<file path="src/rtl/axi_self_test_ctrl.sv">
// ============================================================================
// axi_self_test_ctrl : sequences reset, write and read phases of an AXI test
//                      master, watches its handshakes and reports pass/fail.
// Revision: 1.0
// ============================================================================
`default_nettype none

module axi_self_test_ctrl #(
  parameter int RST_CYCLES       = 16,
  parameter int WBURSTS          = 64,
  parameter int RBURSTS_PER_PASS = 64,
  parameter int TIMEOUT          = 1024
) (
  input  logic        clk,
  input  logic        rst,
  input  logic        start,
  input  logic        abort,
  input  logic [7:0]  num_passes,
  input  logic        bvalid,
  input  logic        bready,
  input  logic        arvalid,
  input  logic        arready,
  input  logic        rvalid,
  input  logic        rready,
  input  logic        rlast,
  input  logic        error,
  output logic        tst_rstn,
  output logic        busy,
  output logic        done,
  output logic        pass,
  output logic        fail_timeout,
  output logic        fail_order,
  output logic [15:0] wr_burst_cnt,
  output logic [7:0]  rd_pass_cnt,
  output logic [15:0] err_cnt
);

  localparam int RCW = (RST_CYCLES > 1) ? $clog2(RST_CYCLES) : 1;
  localparam logic [RCW-1:0] c_RST_LAST  = RCW'(RST_CYCLES - 1);
  localparam logic [15:0]    c_WBURSTS   = 16'(WBURSTS);
  localparam logic [15:0]    c_RD_LAST   = 16'(RBURSTS_PER_PASS - 1);
  localparam logic [15:0]    c_WDOG_LAST = 16'(TIMEOUT - 2);

  typedef enum logic [1:0] {
    S_IDLE = 2'd0,
    S_RST  = 2'd1,
    S_WR   = 2'd2,
    S_RD   = 2'd3
  } state_t;

  state_t          r_state;
  state_t          w_state_nxt;
  logic [RCW-1:0]  r_rst_cnt;
  logic [15:0]     r_wr_cnt;
  logic [15:0]     r_rd_burst;
  logic [7:0]      r_rd_pass;
  logic [7:0]      r_passes;
  logic [15:0]     r_err;
  logic [15:0]     r_wdog;
  logic            r_done;
  logic            r_pass;
  logic            r_fail_to;
  logic            r_fail_ord;

  logic            w_b, w_ar, w_rl, w_hs;
  logic            w_in_wr, w_in_rd, w_active;
  logic            w_accept, w_abort, w_timeout, w_order;
  logic            w_pass_wrap, w_complete, w_end;
  logic [7:0]      w_rd_pass_inc;

  assign w_b      = bvalid & bready;
  assign w_ar     = arvalid & arready;
  assign w_rl     = rvalid & rready & rlast;
  assign w_hs     = w_b | w_ar | w_rl;
  assign w_in_wr  = (r_state == S_WR);
  assign w_in_rd  = (r_state == S_RD);
  assign w_active = w_in_wr | w_in_rd;

  // A start landing on the done cycle is dropped so status stays observable.
  assign w_accept  = (r_state == S_IDLE) & start & ~r_done;
  assign w_abort   = abort & (r_state != S_IDLE);
  assign w_timeout = w_active & ~w_hs & (r_wdog == c_WDOG_LAST);
  assign w_order   = (w_in_wr & ((w_b & (r_wr_cnt == c_WBURSTS)) |
                                 (w_ar & (r_wr_cnt < c_WBURSTS)))) |
                     (w_in_rd & w_b);

  assign w_rd_pass_inc = r_rd_pass + 8'd1;
  assign w_pass_wrap   = w_in_rd & w_rl & (r_rd_burst == c_RD_LAST);
  assign w_complete    = w_pass_wrap & (w_rd_pass_inc == r_passes);
  assign w_end         = w_abort | w_timeout | w_order | w_complete;

  always_ff @(posedge clk) begin
    if (rst) begin
      r_state <= S_IDLE;
    end else begin
      r_state <= w_state_nxt;
    end
  end

  always_comb begin
    w_state_nxt = r_state;
    busy        = 1'b0;
    tst_rstn    = 1'b0;
    case (r_state)
      S_IDLE: begin
        if (w_accept) w_state_nxt = S_RST;
      end
      S_RST: begin
        busy = 1'b1;
        if (w_end) w_state_nxt = S_IDLE;
        else if (r_rst_cnt == c_RST_LAST) w_state_nxt = S_WR;
      end
      S_WR: begin
        busy     = 1'b1;
        tst_rstn = 1'b1;
        if (w_end) w_state_nxt = S_IDLE;
        else if (w_ar && (r_wr_cnt == c_WBURSTS)) w_state_nxt = S_RD;
      end
      S_RD: begin
        busy     = 1'b1;
        tst_rstn = 1'b1;
        if (w_end) w_state_nxt = S_IDLE;
      end
      default: w_state_nxt = S_IDLE;
    endcase
  end

  always_ff @(posedge clk) begin
    if (rst) begin
      r_rst_cnt  <= '0;
      r_wr_cnt   <= '0;
      r_rd_burst <= '0;
      r_rd_pass  <= '0;
      r_passes   <= '0;
      r_err      <= '0;
      r_wdog     <= '0;
      r_done     <= 1'b0;
      r_pass     <= 1'b0;
      r_fail_to  <= 1'b0;
      r_fail_ord <= 1'b0;
    end else begin
      r_done <= w_end;
      if (w_accept) begin
        r_rst_cnt  <= '0;
        r_wr_cnt   <= '0;
        r_rd_burst <= '0;
        r_rd_pass  <= '0;
        r_passes   <= (num_passes == 8'd0) ? 8'd1 : num_passes;
        r_err      <= '0;
        r_wdog     <= '0;
        r_pass     <= 1'b0;
        r_fail_to  <= 1'b0;
        r_fail_ord <= 1'b0;
      end else if (r_state != S_IDLE) begin
        if (r_state == S_RST) r_rst_cnt <= r_rst_cnt + 1'b1;
        if (error && (r_err != 16'hFFFF)) r_err <= r_err + 16'd1;
        if (w_in_wr && w_b) r_wr_cnt <= r_wr_cnt + 16'd1;
        if (w_in_rd && w_rl) begin
          if (w_pass_wrap) begin
            r_rd_burst <= '0;
            r_rd_pass  <= w_rd_pass_inc;
          end else begin
            r_rd_burst <= r_rd_burst + 16'd1;
          end
        end
        if (w_active) r_wdog <= w_hs ? 16'd0 : r_wdog + 16'd1;
        // Only the highest-priority termination cause is recorded.
        if (w_abort) begin
          r_pass <= 1'b0;
        end else if (w_timeout) begin
          r_fail_to <= 1'b1;
        end else if (w_order) begin
          r_fail_ord <= 1'b1;
        end else if (w_complete) begin
          r_pass <= (r_err == 16'd0) & ~error;
        end
      end
    end
  end

  assign done         = r_done;
  assign pass         = r_pass;
  assign fail_timeout = r_fail_to;
  assign fail_order   = r_fail_ord;
  assign wr_burst_cnt = r_wr_cnt;
  assign rd_pass_cnt  = r_rd_pass;
  assign err_cnt      = r_err;

endmodule

`default_nettype wire

</file>
<file path="config.mk">
export PLATFORM = sky130hd
export DESIGN_NAME = axi_self_test_ctrl
export DESIGN_NICKNAME = d
export VERILOG_FILES = /design/src/rtl/axi_self_test_ctrl.sv
export SDC_FILE = /design/constraint.sdc
export NUM_CORES = 1
export LEC_CHECK = 0
export ABC_AREA = 1
export CAP_MARGIN = 20
export CORE_ASPECT_RATIO = 1.75
export CORE_MARGIN = 1.5
export CORE_UTILIZATION = 55
export DETAILED_ROUTE_END_ITERATION = 10
export GPL_TIMING_DRIVEN = 0
export PLACE_DENSITY = 0.82
export REMOVE_ABC_BUFFERS = 1
export SETUP_SLACK_MARGIN = 0.4
export SYNTH_ARGS = -nofsm -noshare
export SYNTH_HDL_FRONTEND = slang
export SYNTH_SLANG_ARGS = --single-unit
</file>
<file path="constraint.sdc">
create_clock -name clk -period 2.4 [get_ports clk]
set_input_delay 0.48 -clock clk [delete_from_list [all_inputs] [get_ports clk]]
set_output_delay 0.48 -clock clk [all_outputs]
set_load 0.03 [all_outputs]
</file>
# ---- After elaboration in Yosys (flattened, before gate mapping)
# Cells that the tools add are included.
dict set report op_classes {
  n_eq_ne 15
  addsub 6
  n_bitwise 30
  n_reduce_logical 22
  muxes 16
  n_lt_le_gt_ge 1
}
# operator count
set ops {}
lappend ops {{$add 16x1->16 const B} 4}
lappend ops {{$mux 16} 2}
lappend ops {{$and 1x1->1} 17}
lappend ops {{$eq 16x10->1 const B} 1}
lappend ops {{$eq 16x6->1 const B} 1}
lappend ops {{$eq 16x7->1 const B} 1}
lappend ops {{$logic_not 16->1} 1}
lappend ops {{$lt 16x7->1 const B} 1}
lappend ops {{$ne 16x16->1 const B} 1}
lappend ops {{$mux 2} 6}
lappend ops {{$reduce_and 4->1} 3}
lappend ops {{$reduce_and 2->1} 5}
lappend ops {{$add 8x1->8 const B} 1}
lappend ops {{$eq 8x8->1} 1}
lappend ops {{$logic_not 8->1} 1}
lappend ops {{$mux 8} 1}
lappend ops {{$or 1x1->1} 8}
lappend ops {{$pmux 2 s4} 1}
lappend ops {{$mux 1} 6}
lappend ops {{$ne 2x2->1 const B} 3}
lappend ops {{$reduce_and 3->1} 2}
lappend ops {{$not 1->1} 5}
lappend ops {{$add 4x1->4 const B} 1}
lappend ops {{$eq 2x2->1 const B} 2}
lappend ops {{10 further kinds} 15}
dict set report totals {
  out_inout_bits 46
  input_bits 20
  regBits 90
}

# ---- Logic depth before layout (Yosys ltp)
dict set report logic_depth {
  word_depth 11
  mapped_depth 15
  depth_no_buf 15
}

# ---- Least setup slack after synthesis
# OpenSTA, ideal clock, no wires.
dict set report synth_timing {
  path_type {register -> register}
  startpoint {register r_rd_pass[0], in the netlist rd_pass_cnt[0]}
  endpoint {register r_pass, in the netlist pass}
  path_stages_with_launch 11
  setup_time_ns 0.115
  path_buffers 0
  slack_ns 0.433
  t_arrival_ns 1.852
  required_time_ns 2.285
  path_cell_list {dfxtp_1 -> ha_1 -> xnor2_1 -> nand2_1 -> nor2_1 -> nand2_2 -> nor2_2 -> nand3_2 -> or2_1 -> a21oi_1 -> nor2_1}
}
dict set report synth_via {
  elab_chain_cells 5
}
# element line_no
set synth_lines {}
lappend synth_lines {{from (decl)} 56} ;# logic [7:0] r_rd_pass;
lappend synth_lines {{from (signal assigned)} 161} ;# r_rd_pass <= w_rd_pass_inc;
lappend synth_lines {{$add 8x1->8} 87} ;# assign w_rd_pass_inc = r_rd_pass + 8'd1;
lappend synth_lines {{via w_rd_pass_inc[1]} 69} ;# logic [7:0] w_rd_pass_inc;
lappend synth_lines {{$eq 8x8->1} 89} ;# assign w_complete = w_pass_wrap & (w_rd_pass_inc == r_passes);
lappend synth_lines {{$and 1x1->1} 89}
lappend synth_lines {{$reduce_bool 2->1 (no source line)} -}
lappend synth_lines {{$reduce_and 4->1 (no source line)} -}
lappend synth_lines {{to (signal assigned)} 175} ;# r_pass <= (r_err == 16'd0) & ~error;
lappend synth_lines {{to (decl)} 61} ;# logic r_pass;
# The timed path passes the listed nets, and every way through them passes these cells.
# A chain may end at the register's enable or synchronous reset.

# ---- Worst setup path after layout
dict set report layout_timing {
  startpoint {register r_wr_cnt[5], in the netlist wr_burst_cnt[5]}
  endpoint {output wr_burst_cnt[5]}
}
# element line_no
set layout_lines {}
lappend layout_lines {{from (decl)} 54} ;# logic [15:0] r_wr_cnt;
lappend layout_lines {{from (signal assigned)} 157} ;# if (w_in_wr && w_b) r_wr_cnt <= r_wr_cnt + 16'd1;
lappend layout_lines {{to (decl)} 33} ;# output logic [15:0] wr_burst_cnt,
# No word-level cell between the ends.

==> results.toml <==
[sta]
setup_violations = 0
tns_ns = 0
setup_slack_ns = 0.436
grt_setup_unrepaired = "true"
final_max_slew_viol_count = 0
slew_headroom_pct = 75.3
min_period_ns = 1.96
clock_skew_ns = 0.00668
tightest_slew_ns = 0.369
fmax_ghz = 0.509
min_period_over_period_pct = 81.8
whs_ns = 0.486
final_hold_viol_count = 0

[global_routing]
grt_pass1_wl_mm = 20.0
grt_use_met1_pct = 29.3
gr-usage-met2_pct = 48.0
grt-ovfl-total = 0
grt_pass1_vias = 4776
grt_usage_pct = 26.9
use_met3_pct = 4.56
antenna_found_initial = 0
busiest_layer = "met2"
grt_max_degree = 30

[layout]
instances_no_fill = 920
drive_gt1_share_pct = 12.7
n_fill_cell = 634
nets = 829
syn_to_final_growth_pct = 31.7
regArea_um2 = 1820
num_antenna_cells = 0
multi_input_area_um2 = 2720

[setup_path]
end_kind = "primary output"
criticalPathCategory = "flop to primary output"
slowest_delay_ns = 0.71
critPathMaxFanout = 4
rr_worst_depth = 12
cp_slowest_cell = "clkdlybuf4s50_1"
rrSetupSlack_ns = 0.49
worst_ep_arrival_time_ns = 1.48
worstPathCellList = "clkdlybuf4s50_1"
crit_path_start_kind = "flop"
critPathRequiredTime_ns = 1.92
crit_family = "buffers and inverters"
critPathBufInv = 1
crit_cells = 1

[synth]
netlist_instances = 714
avgSynthCellArea_um2 = 6.66
synth_cell_type_count = 40
synth_top_cell_by_area = "dfxtp_1"
synthFlopType = "dfxtp_1"
synth_area_um2 = 4750
synthArstFlopShare_pct = 0
yosysMostFrequentCell = "nand2_1"
yosys-top-cells-count = "nand2_1, inv_1, dfxtp_1"
ys_top_cells_by_area = "dfxtp_1, nand2_1, inv_1"
synth_top_area_share_pct = 37.9
ys_seq_area_share_pct = 37.9
synth-seq-cells = 90
yosys_warnings = 0
synth_edf_count = 0

[power_and_ir_drop]
leakagePower_nw = 2.47
vdd_drop_max_uv = 625
power_density_nw_per_um2 = 655

[floorplanning]
die-area_um2 = 9230
die_y_um = 126
core_um2 = 8370
start_util_pct = 56.8
rows = 44
num_io_pins = 66
dieWidth_um = 73.3

[place]
io_buffers = 65
gp_congestion = 0.846
pre_cts_ws_ns = -1.08
dp.cells = 881
dp_hpwl_mm = 8.34

[clock_network]
clk_pin_slew_ns = 0.06
clock_latency_ns = 0.34
cts_tree = "done"
root_buffer = "clkbuf_16"
cts_made_buffers = 9
clock_sinks = 90
ctsHoldBuffers = 0
cts_buffer_depth = 2
htreeDepth = 3

[routing]
firstDrtPassIters = 5
ant_nets = 0
route.detailed.drc = 0
num_vias = 5109
wire_per_inst_um = 13.9
wirelength_mm = 12.8
drtIter0Drc = 297
vias_per_cell = 5.55

[hold_path]
holdPathStages = 1
hold_path_class = "flop to flop"

[run_status]
status = "complete, no violations"

[job]
cap_violations = 0
## flip-flops by register name (all words and copies together) (netlist names), 2 cells and up
| name | count |
|---|---|
| r_wdog | 16 |
| r_passes | 8 |
| r_rst_cnt | 4 |
| err_cnt | 16 |
| wr_burst_cnt | 16 |
| r_state | 2 |
| rd_pass_cnt | 8 |
| r_rd_burst | 16 |
## kinds of logic (layout without fill, tap and decap cells)
kind of cell / Yosys count / count (layout) / synth area share [%]
buffers and inverters: 118 / 208 / 9.58
XOR/XNOR: 8 / 8 / 1.47
AO/OA/AOI/OAI: 135 / 135 / 15.2
adder cells (fa/ha/maj): 9 / 9 / 2.37
flip-flops: 90 / 90 / 37.9
AND/OR/NAND/NOR: 354 / 355 / 33.5
## final cells by class
type | instances | area share (%)
clock buffers | 14 | 4.06
clock inverters | 2 | 0.959
inverters | 104 | 6.39
multi-input cells | 507 | 43.5
flip-flops and latches | 90 | 29.0
well taps | 115 | 2.30
repair buffers | 88 | 13.8
## routing by layer
metal | wire, um | share of wire, %
met4 | 446 | 3.5
met2 | 6880 | 54
met5 | 0 | 0
met3 | 607 | 4.7
met1 | 4880 | 38
## repair_timing
action                                 4_1_cts  5_1_grt
resized for setup                           29       50
setup endpoints to repair                   93       43
cloned                                       0        1
setup buffers                                7       15
pin swaps                                    8       21
endpoints found under the hold margin        0        0
## through the flow
step / total power, W / util [%] / area [um2]
final: 0.00410 / 74.8 / 6260
after global routing: 0.00427 / 74.8 / 6260
after CTS: 0.00403 / 71.4 / 5980
after detailed placement: 0.00248 / 65.9 / 5510
after global placement: 0.00244 / 65.5 / 5480
after floorplan: 0.00219 / - / 4690
## placed cells by master, fill, tap and decap left out, types with 2 or more instances in the layout
cell type and instances:
nand2_1 137, xor2_1 4, ha_1 8, nand3_4 2, nand3_1 50, xnor2_1 4
o21bai_1 2, clkbuf_16 9, or2_1 2, o21ai_0 49, nand2_2 7, nand4_1 17
inv_1 95, nor2_4 11, dlymetal6s2s_1 9, nand3b_1 2, dfxtp_4 3, buf_4 22
nor2_2 13, nor3b_1 3, bufinv_16 2, a211oi_1 6, dfxtp_1 84, a21oi_1 64
dfxtp_2 3, nor3_2 3, clkdlybuf4s50_1 54, o21ai_1 2, or2_2 2, nor3_4 4
nor4_1 5, nor3_1 15, a31oi_1 6, nand2_4 4, o211ai_1 2, nor2_1 71
clkbuf_1 4, inv_2 6, nand3_2 3
## final timing paths
check / startpoint / to
worst min-delay path: r_rd_burst[4]$_SDFFE_PP0P_ / r_rd_burst[4]$_SDFFE_PP0P_
worst max register to register: r_rd_burst[0]$_SDFFE_PP0P_ / pass$_SDFFE_PP0P_
worst min register to register: r_rd_burst[4]$_SDFFE_PP0P_ / r_rd_burst[4]$_SDFFE_PP0P_
worst max-delay path: wr_burst_cnt[5]$_SDFFE_PP0P_ / wr_burst_cnt[5]
## where the power goes
| part | internal, W | switching (W) |
|---|---|---|
| registers | 0.00158 | 0.0000858 |
| clock network | 0.000943 | 0.000573 |
| logic | 0.000325 | 0.000597 |
| total | 0.00284 | 0.00126 |
No activity file was read; power rests on OpenSTA's default activity.
